$ cat src/rtl/wb_cmd_master_pkg.sv
// rtl/wb_cmd_master_pkg.sv - state encoding and default parameters for wb_cmd_master
package wb_cmd_master_pkg;

    localparam int ADR_W_DEF   = 4;
    localparam int TMO_CYC_DEF = 255;
    localparam int RTY_MAX_DEF = 3;

    typedef enum logic [1:0] {
        ST_IDLE = 2'd0,
        ST_REQ  = 2'd1,
        ST_WAIT = 2'd2,
        ST_RSP  = 2'd3
    } state_t;

endpackage

$ cat src/rtl/wb_cmd_master.sv
// rtl/wb_cmd_master.sv - single-outstanding Wishbone B4 pipelined initiator with retry and timeout
module wb_cmd_master
    import wb_cmd_master_pkg::*;
#(
    parameter int ADR_W   = ADR_W_DEF,
    parameter int TMO_CYC = TMO_CYC_DEF,
    parameter int RTY_MAX = RTY_MAX_DEF
) (
    input  logic              clk_i,
    input  logic              rst_n_i,
    input  logic              cmd_valid_i,
    output logic              cmd_ready_o,
    input  logic              cmd_we_i,
    input  logic [ADR_W-1:0]  cmd_adr_i,
    input  logic [3:0]        cmd_sel_i,
    input  logic [31:0]       cmd_dat_i,
    output logic              rsp_valid_o,
    output logic [31:0]       rsp_dat_o,
    output logic              rsp_err_o,
    output logic              rsp_tmo_o,
    output logic              wb_cyc_o,
    output logic              wb_stb_o,
    output logic              wb_we_o,
    output logic [ADR_W+1:2]  wb_adr_o,
    output logic [3:0]        wb_sel_o,
    output logic [31:0]       wb_dat_o,
    input  logic              wb_stall_i,
    input  logic              wb_ack_i,
    input  logic              wb_err_i,
    input  logic              wb_rty_i,
    input  logic [31:0]       wb_dat_i
);

    localparam int TW = (TMO_CYC < 1) ? 1 : $clog2(TMO_CYC + 1);
    localparam int RW = (RTY_MAX < 1) ? 1 : $clog2(RTY_MAX + 1);
    localparam logic [TW-1:0] TMO_LIM = TW'(TMO_CYC);
    localparam logic [RW-1:0] RTY_LIM = RW'(RTY_MAX);

    state_t        state_q, state_d;
    logic          gap_q;
    logic [TW-1:0] tmo_q;
    logic [RW-1:0] rty_q;

    logic          accept, reissue, finish;
    logic          fin_err, fin_tmo;
    logic [31:0]   fin_dat;

    // gap_q marks the single idle-bus cycle between a retry and its reissue
    assign cmd_ready_o = (state_q == ST_IDLE);
    assign rsp_valid_o = (state_q == ST_RSP);
    assign wb_cyc_o    = ((state_q == ST_REQ) || (state_q == ST_WAIT)) && !gap_q;
    assign wb_stb_o    = (state_q == ST_REQ) && !gap_q;

    always_comb begin
        state_d = state_q;
        accept  = 1'b0;
        reissue = 1'b0;
        finish  = 1'b0;
        fin_err = 1'b0;
        fin_tmo = 1'b0;
        fin_dat = '0;
        case (state_q)
            ST_IDLE: begin
                if (cmd_valid_i) begin
                    accept  = 1'b1;
                    state_d = ST_REQ;
                end
            end
            ST_REQ, ST_WAIT: begin
                if (!gap_q) begin
                    if (wb_err_i) begin
                        finish  = 1'b1;
                        fin_err = 1'b1;
                        state_d = ST_RSP;
                    end else if (wb_rty_i) begin
                        if (rty_q < RTY_LIM) begin
                            reissue = 1'b1;
                            state_d = ST_REQ;
                        end else begin
                            finish  = 1'b1;
                            fin_err = 1'b1;
                            state_d = ST_RSP;
                        end
                    end else if (wb_ack_i) begin
                        finish  = 1'b1;
                        fin_dat = wb_we_o ? 32'd0 : wb_dat_i;
                        state_d = ST_RSP;
                    end else if (tmo_q == TMO_LIM) begin
                        finish  = 1'b1;
                        fin_err = 1'b1;
                        fin_tmo = 1'b1;
                        state_d = ST_RSP;
                    end else if ((state_q == ST_REQ) && !wb_stall_i) begin
                        state_d = ST_WAIT;
                    end
                end
            end
            ST_RSP:  state_d = ST_IDLE;
            default: state_d = ST_IDLE;
        endcase
    end

    always_ff @(posedge clk_i) begin
        if (!rst_n_i) begin
            state_q   <= ST_IDLE;
            gap_q     <= 1'b0;
            tmo_q     <= '0;
            rty_q     <= '0;
            wb_we_o   <= 1'b0;
            wb_adr_o  <= '0;
            wb_sel_o  <= '0;
            wb_dat_o  <= '0;
            rsp_dat_o <= '0;
            rsp_err_o <= 1'b0;
            rsp_tmo_o <= 1'b0;
        end else begin
            state_q <= state_d;
            gap_q   <= reissue;
            if (accept) begin
                wb_we_o  <= cmd_we_i;
                wb_adr_o <= cmd_adr_i;
                wb_sel_o <= cmd_sel_i;
                wb_dat_o <= cmd_dat_i;
                tmo_q    <= '0;
                rty_q    <= '0;
            end else if (reissue) begin
                tmo_q <= '0;
                rty_q <= rty_q + RW'(1);
            end else if (wb_cyc_o && (tmo_q != TMO_LIM)) begin
                tmo_q <= tmo_q + TW'(1);
            end
            // response fields persist until the next completion overwrites them
            if (finish) begin
                rsp_dat_o <= fin_dat;
                rsp_err_o <= fin_err;
                rsp_tmo_o <= fin_tmo;
            end
        end
    end

endmodule
$ cat config.mk
export PLATFORM = sky130hd
export DESIGN_NAME = wb_cmd_master
export DESIGN_NICKNAME = d
export VERILOG_FILES = /design/src/rtl/wb_cmd_master_pkg.sv /design/src/rtl/wb_cmd_master.sv
export SDC_FILE = /design/constraint.sdc
export NUM_CORES = 1
export LEC_CHECK = 0
export ABC_AREA = 1
export ABC_CLOCK_PERIOD_IN_PS = 1950
export BUFFER_PORTS_ARGS = -buffer_cell sky130_fd_sc_hd__buf_2
export CELL_PAD_IN_SITES_DETAIL_PLACEMENT = 1
export CELL_PAD_IN_SITES_GLOBAL_PLACEMENT = 2
export CORE_ASPECT_RATIO = 0.5
export CORE_MARGIN = 5
export CORE_UTILIZATION = 24
export DETAILED_ROUTE_END_ITERATION = 16
export PLACE_DENSITY = 0.87
export RECOVER_POWER = 25
export SKIP_LAST_GASP = 1
export SLEW_MARGIN = 0
export SYNTH_ARGS = -nofsm -noshare
export SYNTH_HDL_FRONTEND = slang
export SYNTH_SLANG_ARGS = --single-unit
$ cat constraint.sdc
create_clock -name clk_i -period 1.95 [get_ports clk_i]
set_input_delay 0.195 -clock clk_i [delete_from_list [all_inputs] [get_ports clk_i]]
set_output_delay 0.195 -clock clk_i [all_outputs]
set_load 0.02 [all_outputs]
==> impl_results.md, run 1 <==
* Outcome: complete, no violations
* Maximum VDD drop at 0.430 mV
* Clk slew on worst S/H paths at 0.07 ns
* CTS H-tree depth at 3
* CTS Buf Count at 9
* Synth area leaders: dfxtp_1 51%, nor2_1 12%, nand2_1 7.3%
* Core Area at 0.0144 sq mm
* Library cells used by synthesis at 25
* DRT Pass-1 Iters at 4
* YS warnings at 0
* DP HPWL at 8300 um
* WL/cell at 13.3 um
* CTS Root Cell: clkbuf_16
* Register bit total from synthesis at 88
* Vias in the first global route at 3,589
* Count of buffers from port buffering at 158
* Global-route usage over all layers at 12.5%
* Max Clk Rate at 0.575 GHz
* Initial core utilization at 24.3%
* Max clock buf depth at 2
* Final hold vios at 0
* Post-synth top area share at 50.5%
* Initial antenna violation count at 0
* Clk sinks at 88
* Critical path arrival at 2.00 ns
* Most numerous cell in the Yosys netlist: nor2_1
* Setup violations, final at 0
* Rel. slew slack at 69.8%
* Hold WS at 0.0931 ns
* Worst-Margin Slew at 0.453 ns
* Final Slew Violations at 0
* CTS hold repair buffers at 0
* Critical path type: flop to flop
* Vias at 3,490
* R2r startpoint: state_q[1]
* Share of layout cells above drive strength 1 at 25.4%
* Post-synth EDFFs at 0
* Cells after synthesis at 467
* CP max-delay cell: dfxtp_1
* Grt total ovfl at 0
* Worst Path Required at 2.21 ns
* Row count at 31
* Detailed Route Iter0 Violations at 135
* Top Family by Delay on Critical Path: simple AND/OR/NAND/NOR gates
* Fin crit period at 1.74 ns
* Crit end category: flop
* Part of the cycle the worst path needs at 89.2%
* Leakage at 2.06 nW
* Vias per inst at 4.23
* Global-route wire length before repair at 17,600 um
* Setup Skew at 0.00606 ns
* Cell Pwr Density at 1390 mW/mm^2
* Crit-path cells: inv_1 > ha_1 > nand2_2 > nor2_2 > buf_4 > nand3_1 > a21oi_1
* Seq/Total Area, Yosys at 50.5%
* Crit path launch: state_q[1]
* Ys async rst share at 0%
* # DRC at 0
* Yosys top cell by area: dfxtp_1
* Syn_nets at 553
* TritonCTS clock tree: built
* CP Max Fanout at 21
* Worst skew pair latency at 0.33 ns
* Hold Startpoint: cmd_dat_i[19]
* CTS-repair resized insts at 0
* Final wirelength at 11,000 um
* Buf+Inv Stages, Crit Path at 2
* Crit-path max cell delay at 0.38 ns
* Antenna violation net count after detailed routing at 0
* Area delta synth->final at 36.0%
* Final nets at 707
* Top post-synthesis cells by count: 111 x nor2_1, 88 x dfxtp_1, 68 x nand2_1
* Setup Buffers After CTS at 0
* GPL Wtd Cong at 0.750
* Total negative slack at 0 ns
* Largest net degree at the start of global routing at 42
* Post-Syn Area at 0.00349 sq mm
* DIE WIDTH at 180 um
* Critical Path Start Type: flop
* Worst min path class: input pin to flop
* RSZ-0062 raised after global routing: no
* Die Ht at 95.3 um
* Reported max-cap violation count at 0
* Top_reg_cell synth: dfxtp_1
* Syn Area/Cell at 7.47 sq um
* Die area at 0.0172 sq mm
* Boundary Pins at 159
## power breakdown
part | internal (mW) | switching, mW | leakage, nW
logic | 0.765 | 1.76 | 1.20
registers | 2.17 | 0.202 | 0.720
clock network | 0.998 | 0.721 | 0.135
## cells in the final DEF (no fill, tap or decap), types with 10 or more instances in the layout
| cell | Yosys | layout |
|---|---|---|
| buf_2 | 4 | 117 |
| nor2_1 | 111 | 111 |
| dfxtp_1 | 88 | 88 |
| nand2_1 | 68 | 68 |
| o21ai_0 | 44 | 44 |
| clkbuf_1 | 17 | 42 |
| a21oi_1 | 39 | 39 |
| nand3_1 | 37 | 37 |
| inv_1 | 22 | 22 |
| buf_4 | 0 | 10 |
## cell families after synthesis
logic type | synth area share [%]
and+or+nand+nor | 27.8
DFF | 50.5
xor gates and xnor gates | 0.251
adders and majority gates | 2.15
buffers and inverters | 6.42
AOI/OAI and AO/OA | 12.8
## layout make-up
cell class / instances / area (sq um)
antenna: 1 / 2.50
clock buffer: 10 / 229
clock inverter: 6 / 70.1
fill: 1831 / 9610
inverter: 27 / 101
multi-input combinational: 327 / 1520
sequential: 88 / 1760
tap: 198 / 248
timing repair buffer: 168 / 815
## flip-flops by register name (all words and copies together) (netlist names)
signal	cells
rsp_dat_o	32
wb_dat_o	32
tmo_q	8
wb_adr_o	4
wb_sel_o	4
rty_q	2
state_q	2
gap_q	1
rsp_err_o	1
rsp_tmo_o	1
wb_we_o	1
## layer usage
layer	up-vias	routed length [um]	global-route usage [%]	share of wire, %
met4	0	112	2.83	1.0
met5	-	0	0	0
met1	1602	4730	14.5	43
met3	11	485	3.58	4.4
met2	69	5650	23.1	51
li1	1808	-	-	-
## metrics by stage
stage,instance area [sq um],instances,util (%),power (mW),worst slack [ns]
6_report,4740,825,33.1,6.62,0.210
5_1_grt,4740,824,33.0,7.13,0.0520
4_1_cts,4780,824,33.3,6.80,0.0823
3_5_place_dp,4490,808,31.3,5.03,0.0967
3_3_place_gp,4490,808,31.3,4.98,0.166
2_1_floorplan,3490,467,-,4.16,0.400
## worst paths after layout
kind	endpoint	slack, ns	depth (start not counted)
worst max register to register	rsp_dat_o[24]	0.21	7
worst min register to register	rsp_dat_o[8]	0.47	2
worst min-delay path	wb_dat_o[19]	0.09	3
worst max-delay path	rsp_dat_o[24]	0.21	7
## worst register-to-register path, stage by stage (launching register included)
cell     delay [ns]
dfxtp_1        0.38
inv_1          0.08
ha_1           0.36
nand2_2        0.11
nor2_2         0.17
buf_4          0.28
nand3_1        0.12
a21oi_1        0.17
Note: power is estimated with default switching activity, not from simulation.
==> inputs of run 2 (changes only) <==
CORE_UTILIZATION = 25   (was 24)
CTS_BUF_LIST = sky130_fd_sc_hd__clkbuf_2 sky130_fd_sc_hd__clkbuf_4 sky130_fd_sc_hd__clkbuf_8   (was unset)
PLACE_DENSITY = 0.9   (was 0.87)
==> impl_results.md, run 2 (synthesized netlist as in run 1, its figures left out) <==
* RSZ-0062 raised after global routing: no (unchanged)
* Met3 Usage GRT at 3.43% (was 3.58%)
* CTS Buf Count at 9 (unchanged)
* Setup Buffers After CTS at 0 (unchanged)
* Setup violations, final at 0 (unchanged)
* Worst Path Required at 2.18 ns (was 2.21 ns)
* Grt total ovfl at 0 (unchanged)
* Clk slew on worst S/H paths at 0.09 ns (was 0.07 ns)
* Part of the cycle the worst path needs at 92.5% (was 89.2%)
* Maximum VDD drop at 0.352 mV (was 0.430 mV)
* CP Depth at 10 (was 7)
* Worst skew pair latency at 0.35 ns (was 0.33 ns)
* Share of layout cells above drive strength 1 at 25.6% (was 25.4%)
* CTS H-tree depth at 3 (unchanged)
* Global-route wire length before repair at 17,800 um (was 17,600 um)
* Final Slew Violations at 0 (unchanged)
* Critical Path Start Type: flop (unchanged)
* Max clock buf depth at 2 (unchanged)
* Place WS at 0.111 ns (was 0.0967 ns)
* # diodes at 0 (was 1)
* Row count at 30 (was 31)
* Critical path type: flop to flop (unchanged)
* Clk sinks at 88 (unchanged)
* Commonest non-fill, non-tap cells in the layout: 117 x buf_2, 111 x nor2_1, 88 x dfxtp_1 (unchanged)
* Largest net degree at the start of global routing at 42 (unchanged)
* Reg-to-Reg End: rsp_dat_o[29] (was rsp_dat_o[24])
* CP Max Fanout at 20 (was 21)
* Crit-path max cell delay at 0.39 ns (was 0.38 ns)
* Outcome: complete, no violations (unchanged)
* Most crowded layer after global routing: met2 (unchanged)
* # DRC at 0 (unchanged)
* Area delta synth->final at 34.4% (was 36.0%)
* Worst R2R Path Depth at 10 (was 7)
* Final hold vios at 0 (unchanged)
* Boundary Pins at 159 (unchanged)
* Crit end category: flop (unchanged)
* Fin crit period at 1.80 ns (was 1.74 ns)
* Inst Count DP at 802 (was 808)
* Die area at 0.0166 sq mm (was 0.0172 sq mm)
* Leakage at 2.05 nW (was 2.06 nW)
* Crit path launch: state_q[1] (unchanged)
* CP endpoint: rsp_dat_o[29] (was rsp_dat_o[24])
* Worst-Margin Slew at 0.496 ns (was 0.453 ns)
* TritonCTS clock tree: built (unchanged)
* Crit-path cells: inv_1 > ha_1 > nand2_2 > inv_2 > nand2_1 > inv_2 > nand2_8 > buf_12 > nand2_1 > a21oi_1 (was inv_1 > ha_1 > nand2_2 > nor2_2 > buf_4 > nand3_1 > a21oi_1)
* Top Family by Delay on Critical Path: buffers and inverters (was simple AND/OR/NAND/NOR gates)
* CTS hold repair buffers at 0 (unchanged)
* Finished Layout Cells at 818 (was 825)
* Count of buffers from port buffering at 158 (unchanged)
* Reported max-cap violation count at 0 (unchanged)
* Setup slack, reg-to-reg at 0.15 ns (was 0.21 ns)
* Initial antenna violation count at 1 (was 0)
* Cell Pwr Density at 1360 mW/mm^2 (was 1390 mW/mm^2)
* Rel. slew slack at 66.8% (was 69.8%)
* Antenna violation net count after detailed routing at 0 (unchanged)
* Vias per inst at 4.34 (was 4.23)
* GRT met1 Usage at 14.8% (was 14.5%)
* DIE WIDTH at 177 um (was 180 um)
* Critical path arrival at 2.03 ns (was 2.00 ns)
* Vias at 3,550 (was 3,490)
* Core Area at 0.0136 sq mm (was 0.0144 sq mm)
* Worst min path class: input pin to flop (unchanged)
* Setup Skew at 0.00869 ns (was 0.00606 ns)
* Final Power at 6.39 mW (was 6.62 mW)
* Final wirelength at 11,400 um (was 11,000 um)
* GPL Wtd Cong at 0.758 (was 0.750)
* WL/cell at 13.9 um (was 13.3 um)
* DP HPWL at 8590 um (was 8300 um)
* Vias in the first global route at 3,647 (was 3,589)
* Max Clk Rate at 0.554 GHz (was 0.575 GHz)
* DRT Pass-1 Iters at 4 (unchanged)
* Die Ht at 93.5 um (was 95.3 um)
* CP max-delay cell: dfxtp_1 (unchanged)
* Final worst setup slack at 0.146 ns (was 0.210 ns)
* Detailed Route Iter0 Violations at 144 (was 135)
* Total negative slack at 0 ns (unchanged)
* Leading cell type in the layout, fill and taps excluded: buf_2 (unchanged)
* R2r startpoint: state_q[1] (unchanged)
* Final nets at 707 (unchanged)
* Buf+Inv Stages, Crit Path at 4 (was 2)
* CTS Root Cell: clkbuf_8 (was clkbuf_16)
* Global-route usage over all layers at 13.3% (was 12.5%)
* GR Layer Usage met2 at 25.3% (was 23.1%)
* Initial core utilization at 25.6% (was 24.3%)
* Utilization after layout at 34.4% (was 33.1%)
* Largest registers: rsp_dat_o x32, wb_dat_o x32, tmo_q x8 (unchanged)
## run 2: cell count changes in the layout (fill, tap and decap cells not counted), moves of 3 or more
cell	before	now
buf_4	10	7
clkinv_2	0	3
clkbuf_16	9	0
clkinvlp_4	3	0
buf_12	0	3
clkbuf_8	0	9
## run 2: how the worst min path moves through the flow
stage | startpoint | end | slack, ns | cells past startpoint
after floorplan | cmd_dat_i[17] | wb_dat_o[17] | 0.34 | 2
after global routing | cmd_dat_i[18] | wb_dat_o[18] | 0.06 | 3
after CTS | cmd_dat_i[19] | wb_dat_o[19] | 0.05 | 3
after detailed placement | cmd_dat_i[19] | wb_dat_o[19] | 0.44 | 3
final | cmd_dat_i[19] | wb_dat_o[19] | 0.07 | 3
after global placement | cmd_dat_i[18] | wb_dat_o[18] | 0.43 | 3
## run 2: area by class of cell
cell class | count | area [sq um]
Clock buffer | 10 | 131
Clock inverter | 6 | 83.8
Fill cell | 1751 | 8940
Inverter | 27 | 101
Multi-Input combinational cell | 327 | 1520
Sequential cell | 88 | 1760
Tap cell | 192 | 240
Timing Repair Buffer | 168 | 852
## run 2: timing repair
action                     4_1_cts  5_1_grt
hold endpoints to repair         0        0
setup endpoints to repair        0        4
gates resized for setup          0        1
## run 2: worst register-to-register path: stages (launching register included)
cell     delay (ns)
dfxtp_1        0.39
inv_1          0.09
ha_1           0.38
nand2_2        0.12
inv_2          0.09
nand2_1        0.06
inv_2          0.10
nand2_8        0.12
buf_12         0.18
nand2_1        0.08
a21oi_1        0.06
## run 2: power by group
| group | internal [mW] | leakage, nW | switching [mW] |
|---|---|---|---|
| Sequential | 2.17 | 0.720 | 0.206 |
| Combinational | 0.848 | 1.21 | 1.79 |
| Clock | 0.732 | 0.113 | 0.651 |
| Total | 3.75 | 2.05 | 2.64 |
## run 2: per-stage QoR
stage	area (sq um)	hold WS, ns
floorplan	3490	0.344
global placement	4520	0.429
detailed placement	4520	0.443
CTS	4730	0.0491
global route	4690	0.0600
finish	4690	0.0750
## run 2: routing by layer
| layer | wire (um) | part of all wire, % |
|---|---|---|
| met1 | 4820 | 42 |
| met2 | 5960 | 53 |
| met3 | 427 | 3.8 |
| met4 | 140 | 1.2 |
| met5 | 7 | 0.062 |
==> inputs of run 3 (changes only) <==
GPL_TIMING_DRIVEN = 0   (was unset)
==> impl_results.md, run 3 (synthesized netlist as in run 1, its figures left out) <==
* Outcome: complete, no violations (unchanged)
* Crit end category: output port (was flop)
* Worst Path Required at 1.75 ns (was 2.18 ns)
* Final worst setup slack at 0.129 ns (was 0.146 ns)
* GRT met1 Usage at 15.8% (was 14.8%)
* # DRC at 0 (unchanged)
* Grt total ovfl at 0 (unchanged)
* GR Layer Usage met2 at 25.0% (was 25.3%)
* Setup Skew at 0.00987 ns (was 0.00869 ns)
* Die area at 0.0166 sq mm (unchanged)
* Part of the cycle the worst path needs at 93.4% (was 92.5%)
* Area delta synth->final at 35.1% (was 34.4%)
* Leakage at 2.06 nW (was 2.05 nW)
* Critical path type: flop to output port (was flop to flop)
* Worst skew pair latency at 0.36 ns (was 0.35 ns)
* DP HPWL at 8970 um (was 8590 um)
* Commonest non-fill, non-tap cells in the layout: 121 x buf_2, 111 x nor2_1, 88 x dfxtp_1 (was 117 x buf_2, 111 x nor2_1, 88 x dfxtp_1)
* Core Area at 0.0136 sq mm (unchanged)
* FILL cells at 1,777 (was 1,751)
* Detailed Route Iter0 Violations at 103 (was 144)
* Row count at 30 (unchanged)
* Largest registers: rsp_dat_o x32, wb_dat_o x32, tmo_q x8 (unchanged)
* Maximum VDD drop at 0.446 mV (was 0.352 mV)
* Global-route usage over all layers at 13.8% (was 13.3%)
* Boundary Pins at 159 (unchanged)
* Reported max-cap violation count at 0 (unchanged)
* Most crowded layer after global routing: met2 (unchanged)
* Largest net degree at the start of global routing at 15 (was 42)
* RSZ-0062 raised after global routing: no (unchanged)
* TritonCTS clock tree: built (unchanged)
* Place WS at 0.131 ns (was 0.111 ns)
* Clk slew on worst S/H paths at 0.09 ns (about the same)
* Leading cell type in the layout, fill and taps excluded: buf_2 (unchanged)
* Multi-input gate area at 0.00151 sq mm (was 0.00152 sq mm)
* Final hold vios at 0 (unchanged)
* Count of buffers from port buffering at 158 (unchanged)
* Total negative slack at 0 ns (unchanged)
* Share of layout cells above drive strength 1 at 24.7% (was 25.6%)
* Critical Path Start Type: flop (unchanged)
* Initial core utilization at 25.6% (unchanged)
* Vias in the first global route at 3,621 (was 3,647)
* Final wirelength at 11,600 um (was 11,400 um)
* Fin crit period at 1.82 ns (was 1.80 ns)
* Die Ht at 93.5 um (unchanged)
* CP Max Fanout at 5 (was 20)
* Global-route wire length before repair at 18,300 um (was 17,800 um)
* CTS hold repair buffers at 0 (unchanged)
* Antenna violation net count after detailed routing at 0 (unchanged)
* Setup violations, final at 0 (unchanged)
* WL/cell at 14.0 um (was 13.9 um)
* Initial antenna violation count at 1 (unchanged)
* Vias at 3,547 (was 3,550)
* Clk sinks at 88 (unchanged)
* Cell Pwr Density at 1390 mW/mm^2 (was 1360 mW/mm^2)
* DIE WIDTH at 177 um (unchanged)
* Worst min path class: input pin to flop (unchanged)
* Final Slew Violations at 0 (unchanged)
* DRT Pass-1 Iters at 4 (unchanged)
* Max clock buf depth at 2 (unchanged)
* Max Clk Rate at 0.549 GHz (was 0.554 GHz)
* Final nets at 722 (was 707)
* GPL Wtd Cong at 0.743 (was 0.758)
* Register cell area after layout at 0.00176 sq mm (unchanged)
* Rel. slew slack at 66.5% (was 66.8%)
* Critical path arrival at 1.63 ns (was 2.03 ns)
* Worst-Margin Slew at 0.502 ns (was 0.496 ns)
* CTS Buf Count at 9 (unchanged)
* CTS Root Cell: clkbuf_8 (unchanged)
* # diodes at 0 (unchanged)
* CTS H-tree depth at 3 (unchanged)
* Vias per inst at 4.26 (was 4.34)
* Met3 Usage GRT at 3.88% (was 3.43%)
-- run 3: cell types whose count changed in the layout (fill, tap and decap cells not counted), moves of 2 or more --
cell | previous run | this run
buf_6 | 0 | 3
clkbuf_1 | 41 | 58
buf_2 | 117 | 121
buf_12 | 3 | 0
clkinv_2 | 3 | 1
buf_4 | 7 | 0
-- run 3: through the flow --
step	utilization [%]	cells	total power, mW	area, sq um	hold WS (ns)
after global routing	34.6	832	7.02	4710	0.0432
after floorplan	-	467	4.16	3490	0.344
final	34.6	832	6.53	4710	0.0637
after CTS	34.9	832	6.68	4760	0.0470
after detailed placement	33.2	817	5.08	4520	0.444
after global placement	33.2	817	5.03	4520	0.431
-- run 3: path summary, 6_finish.rpt --
check | from | end | slack (ns) | cells past startpoint
min reg2reg | rsp_dat_o[30] | rsp_dat_o[30] | 0.46 | 2
max | state_q[0] | wb_cyc_o | 0.13 | 5
min | cmd_dat_i[18] | wb_dat_o[18] | 0.06 | 3
max reg2reg | state_q[0] | rsp_tmo_o | 0.16 | 9
-- run 3: routing by layer --
metal,vias to the layer above,share of wire (%)
met2,73,50
met4,2,2.4
li1,1833,-
met5,-,0.060
met3,23,4.8
met1,1616,43
-- run 3: cell type report --
| type | count | area share [%] |
|---|---|---|
| Clock inverter | 5 | 2.20 |
| Inverter | 27 | 2.15 |
| Sequential cell | 88 | 37.4 |
| Clock buffer | 10 | 2.92 |
| Timing Repair Buffer | 158 | 15.7 |
| Buffer | 25 | 2.60 |
| Multi-Input combinational cell | 327 | 32.0 |
| Tap cell | 192 | 5.10 |
-- run 3: timing repair --
action	4_1_cts	5_1_grt
resized for setup	0	1
setup endpoints to repair	0	4
setup buffers	0	0
-- run 3: where the power goes --
group,internal [mW],switching [mW]
Combinational,0.801,1.80
Sequential,2.17,0.203
Clock,0.883,0.686
-- run 3: critical path: stages, from the launching register on --
cell,delay [ns]
dfxtp_1,0.38
inv_1,0.09
ha_1,0.39
nand2_2,0.14
inv_2,0.11
buf_2,0.17
